[src/rtl/load_store_unit_pkg.sv]
// Shared definitions for the load/store unit: op encodings, access
// direction flags, reset constants, FSM states and the op-to-size helper.
package load_store_unit_pkg;

  localparam logic TRUE      = 1'b1;
  localparam logic FALSE     = 1'b0;
  localparam logic READ_SIT  = 1'b0;
  localparam logic WRITE_SIT = 1'b1;

  localparam logic [5:0] OP_ENUM_LB  = 6'd20;
  localparam logic [5:0] OP_ENUM_LH  = 6'd21;
  localparam logic [5:0] OP_ENUM_LW  = 6'd22;
  localparam logic [5:0] OP_ENUM_LBU = 6'd23;
  localparam logic [5:0] OP_ENUM_LHU = 6'd24;
  localparam logic [5:0] OP_ENUM_SB  = 6'd25;
  localparam logic [5:0] OP_ENUM_SH  = 6'd26;
  localparam logic [5:0] OP_ENUM_SW  = 6'd27;

  typedef logic [31:0] DATA_TYPE;
  typedef logic [31:0] ADDR_TYPE;
  typedef logic [4:0]  ROB_TYPE;

  localparam DATA_TYPE DATA_RESET = 32'd0;
  localparam ROB_TYPE  ROB_RESET  = 5'd0;

  typedef enum logic [1:0] {
    LSU_IDLE,
    LSU_REQ,
    LSU_LAST,
    LSU_FINISH
  } lsu_state_e;

  // Number of byte accesses an op needs on the memory-controller port.
  function automatic logic [2:0] op_bytes(input logic [5:0] op);
    case (op)
      OP_ENUM_LB, OP_ENUM_LBU, OP_ENUM_SB: op_bytes = 3'd1;
      OP_ENUM_LH, OP_ENUM_LHU, OP_ENUM_SH: op_bytes = 3'd2;
      default:                             op_bytes = 3'd4;
    endcase
  endfunction

endpackage

[src/rtl/load_store_unit_load_extender.sv]
// lsu_load_extender: turns the assembled little-endian load bytes into the
// architectural 32-bit result (sign extension for LB/LH, zero for LBU/LHU).
module lsu_load_extender
  import load_store_unit_pkg::*;
#(
  parameter int OP_WIDTH = 6
) (
  input  logic [OP_WIDTH-1:0] op_i,
  input  logic [31:0]         bytes_i,
  output logic [31:0]         word_o
);

  // Select the extension by op; unused upper bytes are ignored.
  always_comb begin
    word_o = bytes_i;
    case (op_i)
      OP_ENUM_LB:  word_o = {{24{bytes_i[7]}}, bytes_i[7:0]};
      OP_ENUM_LBU: word_o = {24'd0, bytes_i[7:0]};
      OP_ENUM_LH:  word_o = {{16{bytes_i[15]}}, bytes_i[15:0]};
      OP_ENUM_LHU: word_o = {16'd0, bytes_i[15:0]};
      default:     word_o = bytes_i;
    endcase
  end

endmodule

[src/rtl/load_store_unit.sv]
// load_store_unit: takes one load/store from the LSB and performs it as a
// sequence of byte accesses on the memory-controller port. Loads are
// assembled little-endian, extended and broadcast on the CDB.
// Optional feature macro: LSU_STATS_EN adds load_count/store_count outputs.
//
// state  | meaning
// IDLE   | waiting for a request
// REQ    | presenting byte k, advancing on grant
// LAST   | load only: capturing the final read byte
// FINISH | end pulse (and CDB pulse for loads); may accept the next request
module load_store_unit
  import load_store_unit_pkg::*;
#(
  parameter int ROB_WIDTH = 5,
  parameter int OP_WIDTH  = 6
) (
  input  logic                 clk_in,
  input  logic                 rst_in,
  input  logic                 rdy_in,
  input  logic                 enable_from_lsb,
  input  logic                 read_write_flag_from_lsb,
  input  logic [OP_WIDTH-1:0]  op_enum_from_lsb,
  input  logic [31:0]          address_from_lsb,
  input  logic [31:0]          data_from_lsb,
  input  logic [ROB_WIDTH-1:0] rob_id_from_lsb,
  output logic                 busy_to_lsb,
  output logic                 end_to_lsb,
  output logic                 mem_enable_to_mc,
  output logic                 mem_wr_to_mc,
  output logic [31:0]          mem_addr_to_mc,
  output logic [7:0]           mem_data_to_mc,
  input  logic                 mem_grant_from_mc,
  input  logic [7:0]           mem_data_from_mc,
  input  logic                 roll_back_flag_from_rob,
  output logic                 cdb_enable,
  output logic [ROB_WIDTH-1:0] cdb_rob_id,
  output logic [31:0]          cdb_result
`ifdef LSU_STATS_EN
  ,
  output logic [31:0]          load_count,
  output logic [31:0]          store_count
`endif
);

  lsu_state_e           state_q, state_d;
  logic [OP_WIDTH-1:0]  op_q, op_d;
  logic                 is_store_q, is_store_d;
  logic [31:0]          addr_q, addr_d;
  logic [31:0]          data_q, data_d;
  logic [ROB_WIDTH-1:0] rob_q, rob_d;
  logic [2:0]           nbytes_q, nbytes_d;
  logic [2:0]           k_q, k_d;
  logic                 rd_pend_q, rd_pend_d;
  logic [1:0]           rd_idx_q, rd_idx_d;
  logic [31:0]          result_q, result_d;
  logic                 can_take;
  logic                 accept;
  logic [31:0]          ext_word;

  lsu_load_extender #(.OP_WIDTH(OP_WIDTH)) u_ext (
    .op_i    (op_q),
    .bytes_i (result_q),
    .word_o  (ext_word)
  );

  // Next-state logic: byte sequencing, read capture, rollback, acceptance.
  always_comb begin
    state_d    = state_q;
    op_d       = op_q;
    is_store_d = is_store_q;
    addr_d     = addr_q;
    data_d     = data_q;
    rob_d      = rob_q;
    nbytes_d   = nbytes_q;
    k_d        = k_q;
    rd_pend_d  = 1'b0;
    rd_idx_d   = rd_idx_q;
    result_d   = result_q;
    accept     = 1'b0;

    // A load accepted alongside a rollback is speculative; drop it.
    can_take = enable_from_lsb &&
               ((read_write_flag_from_lsb == WRITE_SIT) || !roll_back_flag_from_rob);

    if (rd_pend_q) begin
      result_d[{rd_idx_q, 3'b000} +: 8] = mem_data_from_mc;
    end

    case (state_q)
      LSU_IDLE: accept = can_take;
      LSU_REQ: begin
        if (mem_grant_from_mc) begin
          k_d = k_q + 3'd1;
          if (!is_store_q) begin
            rd_pend_d = 1'b1;
            rd_idx_d  = k_q[1:0];
          end
          if (k_q + 3'd1 == nbytes_q) begin
            state_d = is_store_q ? LSU_FINISH : LSU_LAST;
          end
        end
      end
      LSU_LAST: state_d = LSU_FINISH;
      LSU_FINISH: begin
        state_d = LSU_IDLE;
        accept  = can_take;
      end
      default: state_d = LSU_IDLE;
    endcase

    if (roll_back_flag_from_rob && !is_store_q &&
        (state_q == LSU_REQ || state_q == LSU_LAST)) begin
      state_d   = LSU_IDLE;
      rd_pend_d = 1'b0;
    end

    if (accept) begin
      state_d    = LSU_REQ;
      op_d       = op_enum_from_lsb;
      is_store_d = (read_write_flag_from_lsb == WRITE_SIT);
      addr_d     = address_from_lsb;
      data_d     = data_from_lsb;
      rob_d      = rob_id_from_lsb;
      nbytes_d   = op_bytes(op_enum_from_lsb);
      k_d        = 3'd0;
      result_d   = DATA_RESET;
    end
  end

  // State register; rdy_in low freezes everything.
  always_ff @(posedge clk_in) begin
    if (rst_in) begin
      state_q    <= LSU_IDLE;
      op_q       <= '0;
      is_store_q <= 1'b0;
      addr_q     <= '0;
      data_q     <= '0;
      rob_q      <= '0;
      nbytes_q   <= '0;
      k_q        <= '0;
      rd_pend_q  <= 1'b0;
      rd_idx_q   <= '0;
      result_q   <= '0;
    end else if (rdy_in) begin
      state_q    <= state_d;
      op_q       <= op_d;
      is_store_q <= is_store_d;
      addr_q     <= addr_d;
      data_q     <= data_d;
      rob_q      <= rob_d;
      nbytes_q   <= nbytes_d;
      k_q        <= k_d;
      rd_pend_q  <= rd_pend_d;
      rd_idx_q   <= rd_idx_d;
      result_q   <= result_d;
    end
  end

  // Output decode. FINISH is not counted as busy so the LSB can see the
  // unit free during the end-pulse cycle and a request can be taken there.
  always_comb begin
    busy_to_lsb      = (state_q == LSU_REQ) || (state_q == LSU_LAST) || enable_from_lsb;
    end_to_lsb       = (state_q == LSU_FINISH);
    cdb_enable       = (state_q == LSU_FINISH) && !is_store_q;
    cdb_rob_id       = cdb_enable ? rob_q : '0;
    cdb_result       = cdb_enable ? ext_word : DATA_RESET;
    mem_enable_to_mc = (state_q == LSU_REQ);
    mem_wr_to_mc     = (state_q == LSU_REQ) && is_store_q;
    mem_addr_to_mc   = (state_q == LSU_REQ) ? addr_q + {29'd0, k_q} : 32'd0;
    mem_data_to_mc   = mem_wr_to_mc ? data_q[{k_q[1:0], 3'b000} +: 8] : 8'd0;
  end

`ifdef LSU_STATS_EN
  logic [31:0] load_cnt_q, store_cnt_q;

  // Completion counters, bumped once per end pulse.
  always_ff @(posedge clk_in) begin
    if (rst_in) begin
      load_cnt_q  <= '0;
      store_cnt_q <= '0;
    end else if (rdy_in && state_q == LSU_FINISH) begin
      if (is_store_q) store_cnt_q <= store_cnt_q + 32'd1;
      else            load_cnt_q  <= load_cnt_q + 32'd1;
    end
  end

  assign load_count  = load_cnt_q;
  assign store_count = store_cnt_q;
`endif

endmodule

[config.mk]
export PLATFORM = sky130hd
export DESIGN_NAME = load_store_unit
export DESIGN_NICKNAME = d
export VERILOG_FILES = /design/src/rtl/load_store_unit_pkg.sv /design/src/rtl/load_store_unit_load_extender.sv /design/src/rtl/load_store_unit.sv
export SDC_FILE = /design/constraint.sdc
export NUM_CORES = 1
export LEC_CHECK = 0
export CELL_PAD_IN_SITES_DETAIL_PLACEMENT = 0
export CELL_PAD_IN_SITES_GLOBAL_PLACEMENT = 1
export CORE_ASPECT_RATIO = 0.5
export CORE_MARGIN = 4
export CORE_UTILIZATION = 31
export DETAILED_ROUTE_END_ITERATION = 8
export PLACE_DENSITY = 0.74
export SLEW_MARGIN = 20
export SYNTH_ARGS = -nofsm -noshare
export SYNTH_HDL_FRONTEND = slang
export SYNTH_SLANG_ARGS = --single-unit
[constraint.sdc]
create_clock -name clk_in -period 3.2 [get_ports clk_in]
set_clock_uncertainty 0.05 [all_clocks]
set_input_delay 0.96 -clock clk_in [delete_from_list [all_inputs] [get_ports clk_in]]
set_output_delay 0.96 -clock clk_in [all_outputs]
set_load 0.03 [all_outputs]
# Yosys cells after proc, flatten, opt, wreduce, memory -nomap -nowiden
# Cells that the tools add are included.
# W data, S select, Z words.
[classes]
reduce_logical = 23
n_shift = 3
n_bitwise = 1
n_mux = 23
n_eq_ne = 16
addsub = 3
[ops]
columns = ["op", "count"]
rows = [
  ["$mux W32", 4],
  ["$pmux W32 S4", 1],
  ["$eq A6 B5 Y1 const B", 10],
  ["$add A32 B3 Y32", 1],
  ["$bwmux W32", 1],
  ["$shift A8 B7 Y32 const A", 1],
  ["$shiftx A32 B6 Y8", 1],
  ["$shiftx A8 B7 Y32", 1],
  ["$mux W3", 3],
  ["$mux W2", 4],
  ["$mux W8", 1],
  ["$ne A4 B1 Y1 const B", 2],
  ["$reduce_and A4 Y1", 2],
  ["$neg A5 Y7", 1],
  ["$mux W1", 6],
  ["$pmux W2 S3", 1],
  ["$pmux W3 S2", 1],
  ["$reduce_bool A2 Y1", 3],
  ["$reduce_or A3 Y1", 2],
  ["$logic_and A1 B1 Y1", 5],
  ["$mux W5", 1],
  ["$reduce_bool A5 Y1", 1],
  ["$eq A2 B2 Y1 const B", 2],
  ["$reduce_and A2 Y1", 2],
  ["9 further kinds", 12],
]
[totals]
wordCells = 80
output_inout_bits = 82
input_bits = 90
regBits = 119

# Depth between registers and ports, before layout
# Gate-level depths: netlist (run 1).
[logic_depth]
word_depth = 7
ltp_mapped = 9
depth_no_buf = 8

# Hierarchy
# Synthesis (run 1) repeated with hierarchy kept, for this count alone.
[hier_totals]
hier_cells = 816
hier_area_um2 = 6271.0
[modules_own_cells]
columns = ["module", "seq_area_each_um2", "area_per_inst_um2", "instances", "cells_each"]
rows = [
  ["load_store_unit", 2382.3, 5829.3, 1, 760],
  ["lsu_load_extender", 0.0, 441.7, 1, 56],
]

# Least setup slack after synthesis (run 1)
# OpenSTA, ideal clock, no wires.
[synth_timing]
path_kind = "flip-flop to output port"
startpoint = "register k_q[1]"
endpoint = "output mem_addr_to_mc[20]"
path_stages_with_launch = 8
path_buffers = 1
path_slack_ns = -0.502
arrival_ns = 2.692
required_ns = 2.190
path_cell_list = "dfxtp_1 clkbuf_1 inv_1 fa_1 nand2b_1 a2111o_1 or3_1 a21oi_1"
[synth_between]
elab_chain_cells = 2
[synth_lines]
columns = ["element", "line_no", "source"]
rows = [
  ["from (decl)", "load_store_unit.sv:52", "logic [2:0] k_q, k_d;"],
  ["from (signal assigned)", "load_store_unit.sv:152", "k_q <= k_d;"],
  ["$add A32 B3 Y32", "load_store_unit.sv:169", "mem_addr_to_mc = (state_q == LSU_REQ) ? addr_q + {29'd0, k_q} : 32'd0;"],
  ["$mux W32", "load_store_unit.sv:169", ""],
  ["to (decl)", "load_store_unit.sv:30", "output logic [31:0] mem_addr_to_mc,"],
]
# No other way between the ends.

# Worst setup path after layout (run 1)
[layout_timing]
startpoint = "register addr_q[0]"
endpoint = "output mem_addr_to_mc[20]"
[layout_between]
elab_chain_cells = 2
[layout_lines]
columns = ["element", "line_no", "source"]
rows = [
  ["from (decl)", "load_store_unit.sv:48", "logic [31:0] addr_q, addr_d;"],
  ["from (signal assigned)", "load_store_unit.sv:148", "addr_q <= addr_d;"],
  ["$add A32 B3 Y32", "load_store_unit.sv:169", ""],
  ["$mux W32", "load_store_unit.sv:169", ""],
]
# No other way between the ends.

==> results of run 1 <==
flip-flops by register name, indices dropped and copies added, names as in the netlist:
register,count
rd_idx_q,2
nbytes_q,3
rob_q,5
result_q,32
data_q,32
rd_pend_q,1
is_store_q,1
k_q,3
addr_q,32
op_q,6
state_q,2
cell families (layout without fill, tap and decap cells):
logic type	after synthesis	after routing	share of synthesized area [%]
compound gates	186	186	18.8
flops	119	119	40.1
simple gates	336	336	26.4
fa+ha+maj	14	14	3.08
mux	14	14	4.07
xor+xnor	21	21	3.33
buf+inv	60	276	4.13
Yosys cell counts (all sizes together) (3+ instances only):
cell type  number  share of area [%]
or3             9               0.97
mux2i           5               0.84
inv            15               0.95
nor4            5               0.53
buf             7               0.61
nand3          10                1.1
and4            3               0.48
nand2         186                 12
a22oi          18                2.3
dfxtp         119                 40
nand2b         12                1.3
a21o            4               0.53
nand4           8               0.84
and3            8               0.93
clkbuf         37                2.5
o21ai          17                1.4
xor2           12                1.8
and2           30                3.2
ha             13                2.7
mux4            8                3.0
nor3b           3               0.46
xnor2           8                1.2
o21a           16                2.0
a22o           16                2.4
nor3            8               0.67
a21oi         107                9.0
nor2           44                2.8
metal layers:
layer / part of all wire (%) / up-vias / track usage [%]
met3: 3.9 / 15 / 4.03
li1: - / 2986 / -
met5: 0 / - / 0
met4: 0.91 / 0 / 3.99
met2: 48 / 95 / 28.0
met1: 48 / 2821 / 23.2
final timing paths:
path	start	endpoint	slack, ns
max	addr_q[0]$_SDFFE_PP0P_	mem_addr_to_mc[20]	-0.40
min	rob_q[3]$_SDFFE_PP0P_	rob_q[3]$_SDFFE_PP0P_	0.40
max reg2reg	state_q[0]$_SDFFE_PP0P_	state_q[1]$_SDFFE_PP0P_	0.78
min reg2reg	rob_q[3]$_SDFFE_PP0P_	rob_q[3]$_SDFFE_PP0P_	0.40
timing repair:
| item | CTS | global route |
|---|---|---|
| pin swaps | 21 | 27 |
| endpoints found under the setup margin | 61 | 52 |
| setup buffers | 6 | 9 |
| resized for setup | 54 | 41 |
worst reg2reg max path: stages (launching register included):
cell and delay (ns):
dfxtp_1 0.41, inv_1 0.09, ha_1 0.39, nor3b_1 0.37
a311o_1 0.18, o311ai_0 0.13, buf_4 0.20, or4_1 0.40
a21oi_1 0.15
per-stage QoR:
stage | utilization [%] | setup slack [ns] | instances | hold slack, ns
after floorplan | - | 0.0148 | 750 | 0.382
after global routing | 48.9 | -0.479 | 1225 | 0.421
after detailed placement | 43.4 | -0.130 | 1179 | 0.394
final | 48.9 | -0.397 | 1225 | 0.398
after global placement | 43.4 | -0.0879 | 1179 | 0.390
after CTS | 47.8 | -0.485 | 1217 | 0.402
report_power, final:
group / total [uW] / switching, uW / internal (uW)
sequential: 1690 / 92.3 / 1600
clock: 1980 / 748 / 1230
combinational: 1130 / 645 / 488
final cells by class:
type	count	area, sq um
fill	1859	9510
multi-input combinational	571	3630
sequential	119	2390
timing repair buffer	228	2090
clock buffer	18	429
tap	259	324
clock inverter	14	176
inverter	16	63.8
==> flow_summary.yaml, run 1 <==
timing:
  period_minus_slack_ns: 3.60
  slew_violations: 0
  final.setup.worst_slack_ns: -0.397
  tightest_slew_ns: 0.935
  max_freq_ghz: 0.278
  fin_crit_sh_pct: 112
  finalHoldViolCount: 0
  finalSetupTns_ns: -4.55
  max_slew_margin_pct: 37.7
  setup_violations: 22
  rsz0062_at_grt: "true"
global_route:
  grt_pass1_vias: 5688
  antenna_found_initial: 0
  grt_max_degree: 88
  grt_pass1_wl_um: 30100
  grt_overflow: 0
  gr-usage-all-layers_pct: 17.2
setup_path:
  required_ns: 2.19
  cp_slowest_cell: "a2111o_1"
  critical_path.max_stage_delay_ns: 0.47
  worst_r2r_path_depth: 8
  crit_buf_inv: 2
  cp.depth: 8
  start_kind: "flop"
  crit_arrival_ns: 2.59
  path_cells: "ha_4, inv_2, fa_2, nand2b_4, a2111o_1, or3_4, a21oi_4, buf_6"
  path_max_fanout: 6
  path_delay_family: "compound AO/OA/AOI/OAI gates"
  path_class: "reg2out"
  end_kind: "primary output"
clock_network:
  clock-root-buffer: "clkbuf_16"
  cts_tree: "yes"
  clkSinkCount: 119
  numCtsBuffers: 17
  cts.htree.levels: 4
  clk_latency_ns: 0.41
  cts.path.max_buffers: 2
  path_clk_slew_ns: 0.06
  cts_hold_buf: 0
floorplan:
  die_y_um: 106
  die_area_sq_um: 21600
  num_rows: 35
  die_x_um: 204
  core-area_sq_um: 18600
  initial_core_util_pct: 31.9
  ios: 172
logic_synthesis:
  synth_edf_count: 0
  synthArstFlopShare_pct: 0
  ys_seq_elements: 119
  syn_avg_cell_area_sq_um: 7.91
  ys_seq_area_share_pct: 40.1
  ys_warn_count: 0
  synthDistinctLibCells: 58
  synthCells: 750
  syn_nets: 854
  syn-cell-area_sq_um: 5940
  synth_ff_type: "dfxtp_1"
finish:
  drive_above_1_share_pct: 23.6
  mostFrequentLayoutCells: "181 x nand2_1, 109 x dfxtp_1, 98 x a21oi_1"
  diodes: 0
  fin_nets: 1057
  final_common_cell: "nand2_1"
  fin_area_sq_um: 9110
  area_growth_pct: 53.4
run_status:
  violations: "setup timing"
  status: "finished with violations"
pwr:
  power.leakage_uw: 0.00347
  ir_worst_vdd_v: 0.000398
  powerDensity_nw_per_um2: 528
  power.total_uw: 4810
placed_design:
  globalplace.congestion: 0.834
  dpl_cell_area_sq_um: 8080
  dp_hpwl_um: 13500
  port_buffers: 171
drt:
  drc: 0
  vias: 5917
  wirelength_um: 19400
  wire_per_inst_um: 15.9
  drtIter0Drc: 273
  ant_nets: 0
  avgViaCountPerCell: 4.83
  dr.pass1.iters: 5
min_path:
  hold_class: "reg2reg"
  hold_depth: 2
flow_run:
  drv_cap: 0
(Power assumes the default switching activity.)
==> run 2, diff against run 1 <==
- CORE_UTILIZATION: 31 -> 41
- DONT_BUFFER_PORTS: default -> 1
- PLACE_DENSITY: 0.74 -> 0.73
- SKIP_CTS_REPAIR_TIMING: default -> 1
==> flow_summary.yaml, run 2 (synthesis gave the netlist of run 1 again) <==
run_status:
  violations: "setup timing"
  status: "finished with violations"
clock_network:
  cts.path.max_buffers: 2
  clk_latency_ns: 0.41
  cts.htree.levels: 4
  path_clk_slew_ns: 0.06
  clock-root-buffer: "clkbuf_16"
  clkSinkCount: 119
  cts_tree: "yes"
  numCtsBuffers: 17
timing:
  worst_hold_slack_ns: 0.397
  setup_violations: 20
  max_slew_margin_pct: 54.7
  period_minus_slack_ns: 3.71
  rsz0062_at_grt: "true"
  tightest_slew_ns: 0.671
  slew_violations: 0
  fin_crit_sh_pct: 116
  final.setup.worst_slack_ns: -0.505
  finalHoldViolCount: 0
  finalSetupTns_ns: -4.79
  max_freq_ghz: 0.270
floorplan:
  die_x_um: 178
  die_y_um: 93.1
  die_area_sq_um: 16600
  initial_core_util_pct: 42.9
  ios: 172
  core-area_sq_um: 13900
  num_rows: 30
placed_design:
  dp_cells: 987
  globalplace.congestion: 0.849
  dpl_cell_area_sq_um: 6770
  port_buffers: 0
  dp_hpwl_um: 12100
finish:
  drive_above_1_share_pct: 23.8
  mostFrequentLayoutCells: "180 x nand2_1, 114 x dfxtp_1, 99 x a21oi_1"
  fin_util_pct: 55.1
  fillers: 1316
  instances_no_fill: 1024
  multi_input_area_sq_um: 3590
  final_common_cell: "nand2_1"
  top_regs: "addr_q (32), data_q (32), result_q (32)"
  diodes: 0
  fin_area_sq_um: 7630
  area_growth_pct: 28.5
  regArea_sq_um: 2390
  fin_nets: 923
pwr:
  pwr-share-seq_pct: 38.4
  clock_power_share_pct: 41.6
  ir_worst_vdd_v: 0.000365
  power.leakage_uw: 0.00277
  netSwitchingFraction_pct: 32.2
  p_switching_uw: 1420
  internal-power_uw: 2990
  powerDensity_nw_per_um2: 579
  comb_power_share_pct: 20.0
setup_path:
  crit_arrival_ns: 2.70
  path_class: "reg2out"
  end_kind: "primary output"
  startpoint: "addr_q[0]$_SDFFE_PP0P_"
  required_ns: 2.19
  timing.rr.start: "state_q[0]$_SDFFE_PP0P_"
  start_kind: "flop"
  path_max_fanout: 7
global_route:
  grt_pass1_vias: 5146
  antenna_found_initial: 0
  grt_pass1_wl_um: 26800
  grt_overflow: 0
  grt_max_degree: 107
  gr-usage-all-layers_pct: 20.3
flow_run:
  drv_cap: 0
drt:
  drc: 0
  wire_per_inst_um: 16.8
  vias: 5442
  wirelength_um: 17200
  avgViaCountPerCell: 5.31
  ant_nets: 0
  dr.pass1.iters: 5
  drtIter0Drc: 274
min_path:
  holdCritStartpoint: "rob_q[3]$_SDFFE_PP0P_"
  hold_class: "reg2reg"
-- run 2: cell types whose count changed in the layout (fill, tap and decap cells not counted), moves of 3 or more --
cell,change
buf_6,-9
clkdlybuf4s50_1,-94
clkinvlp_4,+3
dfxtp_2,-6
dlygate4sd2_1,-14
buf_4,-14
dfxtp_1,+5
-- run 2: area by class of cell --
type                            count  area share [%]
Multi-Input combinational cell    571            47.0
Timing Repair Buffer               94            10.1
Inverter                           16           0.886
Clock buffer                       17            5.58
Sequential cell                   119            31.3
Tap cell                          192            3.15
Clock inverter                     15            1.92
-- run 2: power by group through the flow --
stage | Sequential, uW | Combinational [uW] | Clock (uW)
floorplan | 1710 | 646 | 0
CTS | 1690 | 862 | 1880
finish | 1690 | 885 | 1840
global route | 1710 | 992 | 1950
global placement | 1720 | 848 | 0
detailed placement | 1720 | 860 | 0
-- run 2: critical path: stages (launching register included) --
cell	delay [ns]
dfxtp_2	0.35
ha_4	0.14
inv_2	0.04
fa_2	0.36
nand2b_4	0.17
a2111o_1	0.53
or3_4	0.43
a21oi_4	0.27
-- run 2: path summary, 6_finish.rpt --
path | endpoint | slack, ns | cells past startpoint
setup / recovery | mem_addr_to_mc[20] | -0.51 | 7
hold / removal | rob_q[3]$_SDFFE_PP0P_ | 0.40 | 2
setup reg to reg | state_q[1]$_SDFFE_PP0P_ | 0.78 | 6
hold reg to reg | rob_q[3]$_SDFFE_PP0P_ | 0.40 | 2
-- run 2: metrics by stage --
step	total power [uW]	setup slack, ns
global placement	2560	-0.0447
global route	4660	-0.588
CTS	4430	-0.538
detailed placement	2580	-0.0764
finish	4420	-0.505
floorplan	2350	0.0148
-- run 2: routing by layer --
layer | up-vias | track usage [%] | part of all wire, %
met3 | 7 | 7.39 | 7.6
met2 | 150 | 30.5 | 45
met1 | 2573 | 27.9 | 47
met5 | - | 0 | 0
li1 | 2712 | - | -
met4 | 0 | 4.89 | 0.49
==> run 3, diff against run 2 <==
- CAP_MARGIN: default -> 25
- CORE_ASPECT_RATIO: 0.5 -> 0.8
- CORE_UTILIZATION: 41 -> 49
- PLACE_DENSITY: 0.73 -> 0.82
- clock period: 3.2 -> 4.35 ns (I/O delays scaled with it)
==> flow_summary.yaml, run 3 (synthesis gave the netlist of run 1 again) <==
floorplan:
  ios: 172
  initial_core_util_pct: 50.8
  core-area_sq_um: 11700
  num_rows: 35
  die_area_sq_um: 13900
  die_x_um: 131
  die_y_um: 106
min_path:
  holdCritStartpoint: "rob_q[3]$_SDFFE_PP0P_"
  min_to: "rob_q[3]$_SDFFE_PP0P_"
  hold_class: "reg2reg"
  hold_depth: 2
timing:
  final.setup.worst_slack_ns: 0.207
  setup_violations: 0
  slew_violations: 0
  finalHoldViolCount: 0
  period_minus_slack_ns: 4.14
  max_freq_ghz: 0.241
  rsz0062_at_grt: "false"
  worst_hold_slack_ns: 0.395
  finalSetupTns_ns: 0
  max_slew_margin_pct: 35.1
  tightest_slew_ns: 0.966
  fin_crit_sh_pct: 95.2
global_route:
  antenna_found_initial: 0
  gr-usage-all-layers_pct: 22.2
  grt_max_degree: 107
  grt_pass1_vias: 5046
  grt_pass1_wl_um: 24800
  grt_overflow: 0
setup_path:
  reg2reg_slack_ns: 1.47
  end_kind: "primary output"
  required_ns: 2.99
  path_max_fanout: 7
  crit_arrival_ns: 2.79
  timing.rr.start: "state_q[0]$_SDFFE_PP0P_"
  worst_r2r_path_depth: 7
  path_class: "reg2out"
  start_kind: "flop"
  rr_endpoint: "data_q[7]$_SDFFE_PP0P_"
pwr:
  ir_worst_vdd_v: 0.000349
  power.leakage_uw: 0.00250
  powerDensity_nw_per_um2: 474
  power.total_uw: 3280
finish:
  drive_above_1_share_pct: 12.5
  fin_nets: 875
  diodes: 0
  final_common_cell: "nand2_1"
  mostFrequentLayoutCells: "186 x nand2_1, 119 x dfxtp_1, 107 x a21oi_1"
  top_regs: "addr_q (32), data_q (32), result_q (32)"
  area_growth_pct: 16.5
placed_design:
  port_buffers: 0
  dp_hpwl_um: 11100
  globalplace.congestion: 0.849
  place_ws_ns: 0.656
clock_network:
  clkSinkCount: 119
  path_clk_slew_ns: 0.05
  cts.htree.levels: 4
  numCtsBuffers: 17
  clock-root-buffer: "clkbuf_16"
  clk_latency_ns: 0.41
  cts_tree: "yes"
  cts.path.max_buffers: 2
flow_run:
  drv_cap: 0
drt:
  drtIter0Drc: 376
  wire_per_inst_um: 16.9
  drc: 0
  vias: 5337
  ant_nets: 0
  dr.pass1.iters: 5
  avgViaCountPerCell: 5.73
  wirelength_um: 15700
run_status:
  status: "finished, final reports clean"
-- run 3: cell count changes in the layout (fill, tap and decap cells not counted), sizes merged --
cell      delta
buf         -48
clkbuf       +5
clkinvlp     -3
inv          -3
bufinv       +2
clkinv       -1
-- run 3: how the worst max path moves through the flow --
stage	start	end	slack (ns)	cells after the start
after floorplan	k_q[1]$_SDFFE_PP0P_	mem_addr_to_mc[20]	0.30	7
after global placement	addr_q[0]$_SDFFE_PP0P_	mem_addr_to_mc[20]	0.68	8
after detailed placement	addr_q[0]$_SDFFE_PP0P_	mem_addr_to_mc[20]	0.66	8
after CTS	addr_q[0]$_SDFFE_PP0P_	mem_addr_to_mc[20]	0.21	8
after global routing	addr_q[0]$_SDFFE_PP0P_	mem_addr_to_mc[30]	0.05	10
final	addr_q[0]$_SDFFE_PP0P_	mem_addr_to_mc[20]	0.21	8
-- run 3: metrics by stage --
step           instances  cell area (sq um)  utilization [%]
2_1_floorplan        750               5940                -
3_3_place_gp         900               6300             53.9
3_5_place_dp         900               6300             53.9
4_1_cts              932               6920             59.2
5_1_grt              932               6920             59.2
6_report             932               6920             59.2
-- run 3: worst max-delay path: stages (launching register included) --
cell and delay [ns]:
dfxtp_1 0.33, ha_1 0.17, inv_1 0.05, fa_1 0.39, nand2b_1 0.21, a2111o_1 0.51, or3_1 0.37, a21oi_1 0.15
buf_4 0.20
-- run 3: routing by layer --
| metal | vias up | wire length (um) | track usage (%) |
|---|---|---|---|
| met5 | - | 0 | 0 |
| met4 | 0 | 179 | 5.58 |
| met3 | 19 | 1190 | 6.18 |
| met2 | 182 | 7410 | 35.7 |
| met1 | 2509 | 6960 | 29.4 |
| li1 | 2627 | - | - |
-- run 3: area by class of cell --
type / instances / area (sq um)
clock buffers: 22 / 474
clock inverters: 10 / 144
fillers: 1082 / 4770
inverters: 16 / 60.1
multi-input cells: 571 / 3330
flip-flops and latches: 119 / 2380
well taps: 148 / 185
repair buffers: 46 / 345
-- run 3: power breakdown --
group	switching, uW	total (uW)	internal (uW)
clock	512	1460	949
combinational	379	568	190
sequential	75.7	1250	1180
